===== config.mk =====
export PLATFORM = sky130hd
export DESIGN_NAME = div_clk_monitor
export DESIGN_NICKNAME = d
export VERILOG_FILES = /design/src/rtl/div_mon_pkg.sv /design/src/rtl/div_clk_monitor_edge_detect.sv /design/src/rtl/div_clk_monitor.sv
export SDC_FILE = /design/constraint.sdc
export NUM_CORES = 1
export LEC_CHECK = 0
export BUFFER_PORTS_ARGS = -buffer_cell sky130_fd_sc_hd__buf_2
export CAP_MARGIN = 15
export CORE_MARGIN = 3
export CORE_UTILIZATION = 57
export DETAILED_ROUTE_END_ITERATION = 10
export GPL_TIMING_DRIVEN = 0
export PLACE_DENSITY = 0.84
export SYNTH_ARGS = -nofsm -noshare
export SYNTH_HDL_FRONTEND = slang
export SYNTH_SLANG_ARGS = --single-unit

===== constraint.sdc =====
create_clock -name clk -period 2 [get_ports clk]
set_input_delay 0.1 -clock clk [delete_from_list [all_inputs] [get_ports clk]]
set_output_delay 0.1 -clock clk [all_outputs]
set_load 0.05 [all_outputs]

===== src/rtl/div_mon_pkg.sv =====
// Shared definitions for the divided-clock monitor: FSM state encoding
// and default timing constants.
package div_mon_pkg;

    typedef enum logic [1:0] {
        SYNC = 2'd0,
        HIGH = 2'd1,
        LOW  = 2'd2
    } state_e;

    localparam int DEF_CNT_W    = 8;
    localparam int DEF_EXP_HIGH = 5;
    localparam int DEF_EXP_LOW  = 5;
    localparam int DEF_LOCK_CNT = 4;

endpackage


===== src/rtl/div_clk_monitor_edge_detect.sv =====
// Edge detector for the monitored square wave. sig is sampled once into
// sig_q and delayed again into sig_d; rise/fall are decoded from the pair.
module edge_detect (
    input  logic clk,
    input  logic rst,
    input  logic sig,
    output logic sig_q,
    output logic rise,
    output logic fall
);

    logic sig_d;

    // Two-stage sample of sig, cleared by reset so a high sig after reset reads as a rise.
    always_ff @(posedge clk) begin
        if (rst) begin
            sig_q <= 1'b0;
            sig_d <= 1'b0;
        end else begin
            sig_q <= sig;
            sig_d <= sig_q;
        end
    end

    assign rise = sig_q & ~sig_d;
    assign fall = ~sig_q & sig_d;

endmodule


===== src/rtl/div_clk_monitor.sv =====
// Divided-clock monitor: measures high/low times of sig, reports each
// complete period, flags mismatches against EXP_HIGH/EXP_LOW and raises
// locked after LOCK_CNT consecutive good periods.
// Optional feature macro: DIV_MON_TIMEOUT_EN adds a timeout output that
// fires when a length counter saturates and forces resynchronisation.
// Handshake: period_valid is a single-cycle strobe with no back-pressure;
// high_len/low_len/err are meaningful in the cycle period_valid is high.
module div_clk_monitor
    import div_mon_pkg::*;
#(
    parameter int CNT_W    = DEF_CNT_W,
    parameter int EXP_HIGH = DEF_EXP_HIGH,
    parameter int EXP_LOW  = DEF_EXP_LOW,
    parameter int LOCK_CNT = DEF_LOCK_CNT
) (
    input  logic             clk,
    input  logic             rst,
    input  logic             sig,
    output logic [CNT_W-1:0] high_len,
    output logic [CNT_W-1:0] low_len,
    output logic             period_valid,
    output logic             err,
    output state_e           dbg_state,
    output logic             locked
`ifdef DIV_MON_TIMEOUT_EN
    ,
    output logic             timeout
`endif
);

    localparam int               RUN_W   = $clog2(LOCK_CNT + 1);
    localparam logic [CNT_W-1:0] CNT_MAX = '1;
    localparam logic [CNT_W-1:0] CNT_ONE = CNT_W'(1);
    localparam logic [RUN_W-1:0] RUN_MAX = RUN_W'(LOCK_CNT);

    logic sig_q, rise, fall;

    state_e           state_q, state_d;
    logic [CNT_W-1:0] hcnt_q, hcnt_d;
    logic [CNT_W-1:0] lcnt_q, lcnt_d;
    logic [CNT_W-1:0] hold_q, hold_d;
    logic [CNT_W-1:0] high_len_q, high_len_d;
    logic [CNT_W-1:0] low_len_q, low_len_d;
    logic             pv_q, pv_d;
    logic             err_q, err_d;
    logic [RUN_W-1:0] run_q, run_d;
    logic             good;
`ifdef DIV_MON_TIMEOUT_EN
    logic             timeout_q, timeout_d;
`endif

    edge_detect u_edge (
        .clk   (clk),
        .rst   (rst),
        .sig   (sig),
        .sig_q (sig_q),
        .rise  (rise),
        .fall  (fall)
    );

    // A period is good only on an exact match; a saturated count never is.
    assign good = (hold_q == CNT_W'(EXP_HIGH)) && (lcnt_q == CNT_W'(EXP_LOW)) &&
                  (hold_q != CNT_MAX) && (lcnt_q != CNT_MAX);

    // Next-state, counters and report generation.
    always_comb begin
        state_d    = state_q;
        hcnt_d     = hcnt_q;
        lcnt_d     = lcnt_q;
        hold_d     = hold_q;
        high_len_d = high_len_q;
        low_len_d  = low_len_q;
        pv_d       = 1'b0;
        err_d      = 1'b0;
        run_d      = run_q;
`ifdef DIV_MON_TIMEOUT_EN
        timeout_d  = timeout_q;
`endif
        case (state_q)
            SYNC: begin
                if (rise) begin
                    state_d = HIGH;
                    hcnt_d  = CNT_ONE;
`ifdef DIV_MON_TIMEOUT_EN
                    timeout_d = 1'b0;
`endif
                end
            end
            HIGH: begin
                if (fall) begin
                    hold_d  = hcnt_q;
                    lcnt_d  = CNT_ONE;
                    state_d = LOW;
                end else if (sig_q && (hcnt_q != CNT_MAX)) begin
                    hcnt_d = hcnt_q + CNT_ONE;
                end
            end
            LOW: begin
                if (rise) begin
                    high_len_d = hold_q;
                    low_len_d  = lcnt_q;
                    pv_d       = 1'b1;
                    err_d      = ~good;
                    if (!good)
                        run_d = '0;
                    else if (run_q != RUN_MAX)
                        run_d = run_q + RUN_W'(1);
                    hcnt_d  = CNT_ONE;
                    state_d = HIGH;
                end else if (!sig_q && (lcnt_q != CNT_MAX)) begin
                    lcnt_d = lcnt_q + CNT_ONE;
                end
            end
            default: state_d = SYNC;
        endcase
`ifdef DIV_MON_TIMEOUT_EN
        // A stuck wave drops the monitor back to SYNC and loses lock.
        if (((state_d == HIGH) && (hcnt_d == CNT_MAX)) ||
            ((state_d == LOW) && (lcnt_d == CNT_MAX))) begin
            timeout_d = 1'b1;
            state_d   = SYNC;
            run_d     = '0;
        end
`endif
    end

    // State and datapath registers; reset wins over every other event.
    always_ff @(posedge clk) begin
        if (rst) begin
            state_q    <= SYNC;
            hcnt_q     <= '0;
            lcnt_q     <= '0;
            hold_q     <= '0;
            high_len_q <= '0;
            low_len_q  <= '0;
            pv_q       <= 1'b0;
            err_q      <= 1'b0;
            run_q      <= '0;
`ifdef DIV_MON_TIMEOUT_EN
            timeout_q  <= 1'b0;
`endif
        end else begin
            state_q    <= state_d;
            hcnt_q     <= hcnt_d;
            lcnt_q     <= lcnt_d;
            hold_q     <= hold_d;
            high_len_q <= high_len_d;
            low_len_q  <= low_len_d;
            pv_q       <= pv_d;
            err_q      <= err_d;
            run_q      <= run_d;
`ifdef DIV_MON_TIMEOUT_EN
            timeout_q  <= timeout_d;
`endif
        end
    end

    assign high_len     = high_len_q;
    assign low_len      = low_len_q;
    assign period_valid = pv_q;
    assign err          = err_q;
    assign locked       = (run_q == RUN_MAX);
    assign dbg_state    = state_q;
`ifdef DIV_MON_TIMEOUT_EN
    assign timeout      = timeout_q;
`endif

endmodule

==> results.sh <==
export IMPL_io_buffers=23
export IMPL_avgSynthCellArea_sq_um=8.48
export IMPL_ios=24
export IMPL_critPathLaunchType="flip-flop"
export IMPL_max_cap_violations=0
export IMPL_grt_overflow=0
export IMPL_syn2layout_area_growth_pct=12.0
export IMPL_max_slew_worst_pin_slew_ns=0.636
export IMPL_final_common_cell="nand2_1"
export IMPL_slowest_delay_ns=0.47
export IMPL_synthCells=260
export IMPL_dr_pass1_iters=4
export IMPL_syn_num_nets=268
export IMPL_slew_headroom=0.575
export IMPL_syn_area_sq_um=2210
export IMPL_cp_num_buf_inv=0
export IMPL_status="completed"
export IMPL_synth_edf_count=0
export IMPL_peakVddDrop_v=0.000264
export IMPL_ys_ff_latch=49
export IMPL_hold_buffers=0
export IMPL_critPathTopFamily="simple AND/OR/NAND/NOR gates"
export IMPL_p_int_mw=1.28
export IMPL_vias_per_cell=5.77
export IMPL_clkPwrFrac=0.349
export IMPL_yosysWarnings=0
export IMPL_clkLatencyLatePin_ns=0.30
export IMPL_cts_tree="built"
export IMPL_dieHeight_microns=68.2
export IMPL_place_area_sq_um=2380
export IMPL_stdcell_area_sq_um=2470
export IMPL_cts_clk_slew_worst_paths_ns=0.08
export IMPL_async_flop_share=0
export IMPL_critPathMaxFanout=7
export IMPL_switchingPower_uw=356
export IMPL_wl_per_cell_microns=14.1
export IMPL_diodes=0
export IMPL_drcViolationCount=0
export IMPL_comb_power_share=0.045
export IMPL_total_leakage_power_nw=0.906
export IMPL_fmax_mhz=544
export IMPL_worstPathRequired_ns=2.23
export IMPL_drv_slew=0
export IMPL_core_area_sq_um=3520
export IMPL_cts_max_path_buffers=2
export IMPL_setup_tns_ns=0
export IMPL_cts_root_buf="clkbuf_8"
export IMPL_grt_pass1_vias=1794
export IMPL_grt_use_total=0.231
export IMPL_place_inst=329
export IMPL_worstSetupEndpointType="flip-flop"
export IMPL_die_x_microns=68.2
export IMPL_ys_seq_area_frac=0.445
export IMPL_totalPowerFinal_mw=1.64
export IMPL_htreeDepth=2
export IMPL_rsz0062_at_grt="false"
export IMPL_gp_congestion=0.834
export IMPL_grt_max_degree=14
export IMPL_antenna_found_initial=0
export IMPL_die_area_sq_um=4650
export IMPL_hold_class="in -> reg"
export IMPL_wirelength_microns=4740
export IMPL_period_share=0.919
export IMPL_synthFlopType="dfxtp_1"
export IMPL_finalClockSkew_ns=0.00350
export IMPL_final_util=0.702
export IMPL_synth_cell_type_count=50
export IMPL_fin_crit_ns=1.84
export IMPL_drive_above_1_share=0.159
export IMPL_start_util=0.627
export IMPL_cts_made_buffers=5
export IMPL_via_count=1940
export IMPL_grt_pass1_wl_microns=8090
export IMPL_drtAntennaViolNets=0
export IMPL_fin_nets=298
export IMPL_p_per_area_nw_per_um2=662
export IMPL_setup_viol=0
export IMPL_cts_sinks=49
export IMPL_hpwlAfterDp_microns=3400
export IMPL_num_rows=21
export IMPL_crit_path_cell_trace="ha_1 > and3_1 > a31o_4 > or4_1 > a31oi_1"
export IMPL_hold_violations=0
export IMPL_pwr_share_seq=0.606
export IMPL_stdcell_count=336
export IMPL_critPathKind="reg -> reg"
export IMPL_drtIter0Drc=204
export IMPL_critPathSlowestCell="or4_1"
export IMPL_final_cell_mix="59 x nand2_1, 49 x dfxtp_1, 38 x a21oi_1"
export IMPL_cp_data_arrival_time_ns=2.07
export IMPL_p_sw_frac=0.218
[registers in the layout (all words and copies together), names as in the netlist]
signal and cells:
run_q 3, u_edge.sig_d 1, high_len 8, dbg_state 2
hcnt_q 8, err 1, u_edge.sig_q 1, hold_q 8
period_valid 1, lcnt_q 8, low_len 8
[power by group through the flow]
| stage | clock, mW | sequential (mW) | combinational (mW) |
|---|---|---|---|
| after floorplan | 0 | 1.02 | 0.0476 |
| after global placement | 0 | 1.01 | 0.0715 |
| after detailed placement | 0 | 1.02 | 0.0729 |
| after CTS | 0.586 | 0.992 | 0.0730 |
| after global routing | 0.629 | 0.995 | 0.0813 |
| final | 0.571 | 0.992 | 0.0731 |
[synthesized netlist by cell type (2+ instances only)]
| master | number | share of area |
|---|---|---|
| clkbuf_1 | 7 | 0.012 |
| and3_1 | 3 | 0.0085 |
| or3_1 | 2 | 0.0057 |
| o211ai_1 | 4 | 0.014 |
| nor3_1 | 6 | 0.014 |
| clkbuf_8 | 3 | 0.019 |
| nor2_1 | 8 | 0.014 |
| a21oi_1 | 38 | 0.086 |
| nand3_1 | 16 | 0.036 |
| or3b_2 | 2 | 0.0079 |
| nand2_1 | 59 | 0.10 |
| nand4_1 | 2 | 0.0057 |
| or4_1 | 2 | 0.0068 |
| nor4b_1 | 2 | 0.0079 |
| o21bai_1 | 2 | 0.0068 |
| o21ai_0 | 3 | 0.0068 |
| ha_1 | 5 | 0.028 |
| a31oi_1 | 7 | 0.020 |
| inv_1 | 8 | 0.014 |
| dfxtp_1 | 49 | 0.44 |
| nand3b_1 | 2 | 0.0068 |
| buf_4 | 2 | 0.0068 |
[routing by layer]
metal,vias to the layer above,share of wire,track usage
met5,-,0,0
met4,0,0.010,0.117
met3,6,0.058,0.0460
met2,56,0.48,0.375
met1,894,0.46,0.291
li1,984,-,-
[worst paths after layout]
kind                           start                 endpoint  slack [ns]  cells after the start
min                              sig  u_edge.sig_q$_SDFF_PP0_       0.009                      2
max           hcnt_q[0]$_SDFFE_PP0P_   hcnt_q[5]$_SDFFE_PP0P_        0.16                      5
max reg2reg   hcnt_q[0]$_SDFFE_PP0P_   hcnt_q[5]$_SDFFE_PP0P_        0.16                      5
min reg2reg  low_len[5]$_SDFFE_PP0P_  low_len[5]$_SDFFE_PP0P_        0.45                      2
[final cells by class]
| type | count | area (sq um) |
|---|---|---|
| timing repair buffer | 23 | 115 |
| tap | 46 | 57.6 |
| multi-input combinational | 190 | 1110 |
| inverter | 8 | 30.0 |
| fill | 278 | 1050 |
| buffer | 13 | 87.6 |
| sequential | 49 | 981 |
| clock buffer | 7 | 86.3 |
[what timing repair did]
item,in CTS,in global routing
resized for setup,0,1
buffers inserted,0,0
setup endpoints to repair,0,3
[logic make-up (layout without fill, tap and decap cells)]
logic type,count (synthesis),count (layout),share of synthesized area
AO/OA/AOI/OAI,65,65,0.182
multiplexers,2,2,0.00964
buffers and inverters,21,51,0.0533
adder cells (fa/ha/maj),5,5,0.0284
flip-flops,49,49,0.445
AND/OR/NAND/NOR,117,117,0.279
XOR/XNOR,1,1,0.00397
[through the flow]
stage | setup WS, ns | hold WS, ns
CTS | 0.170 | 0.00154
finish | 0.162 | 0.00854
floorplan | 0.0880 | 0.228
global route | 0.0650 | 0.0173
global placement | 0.208 | 0.312
detailed placement | 0.191 | 0.314
Power figures use the tool's default switching activity.
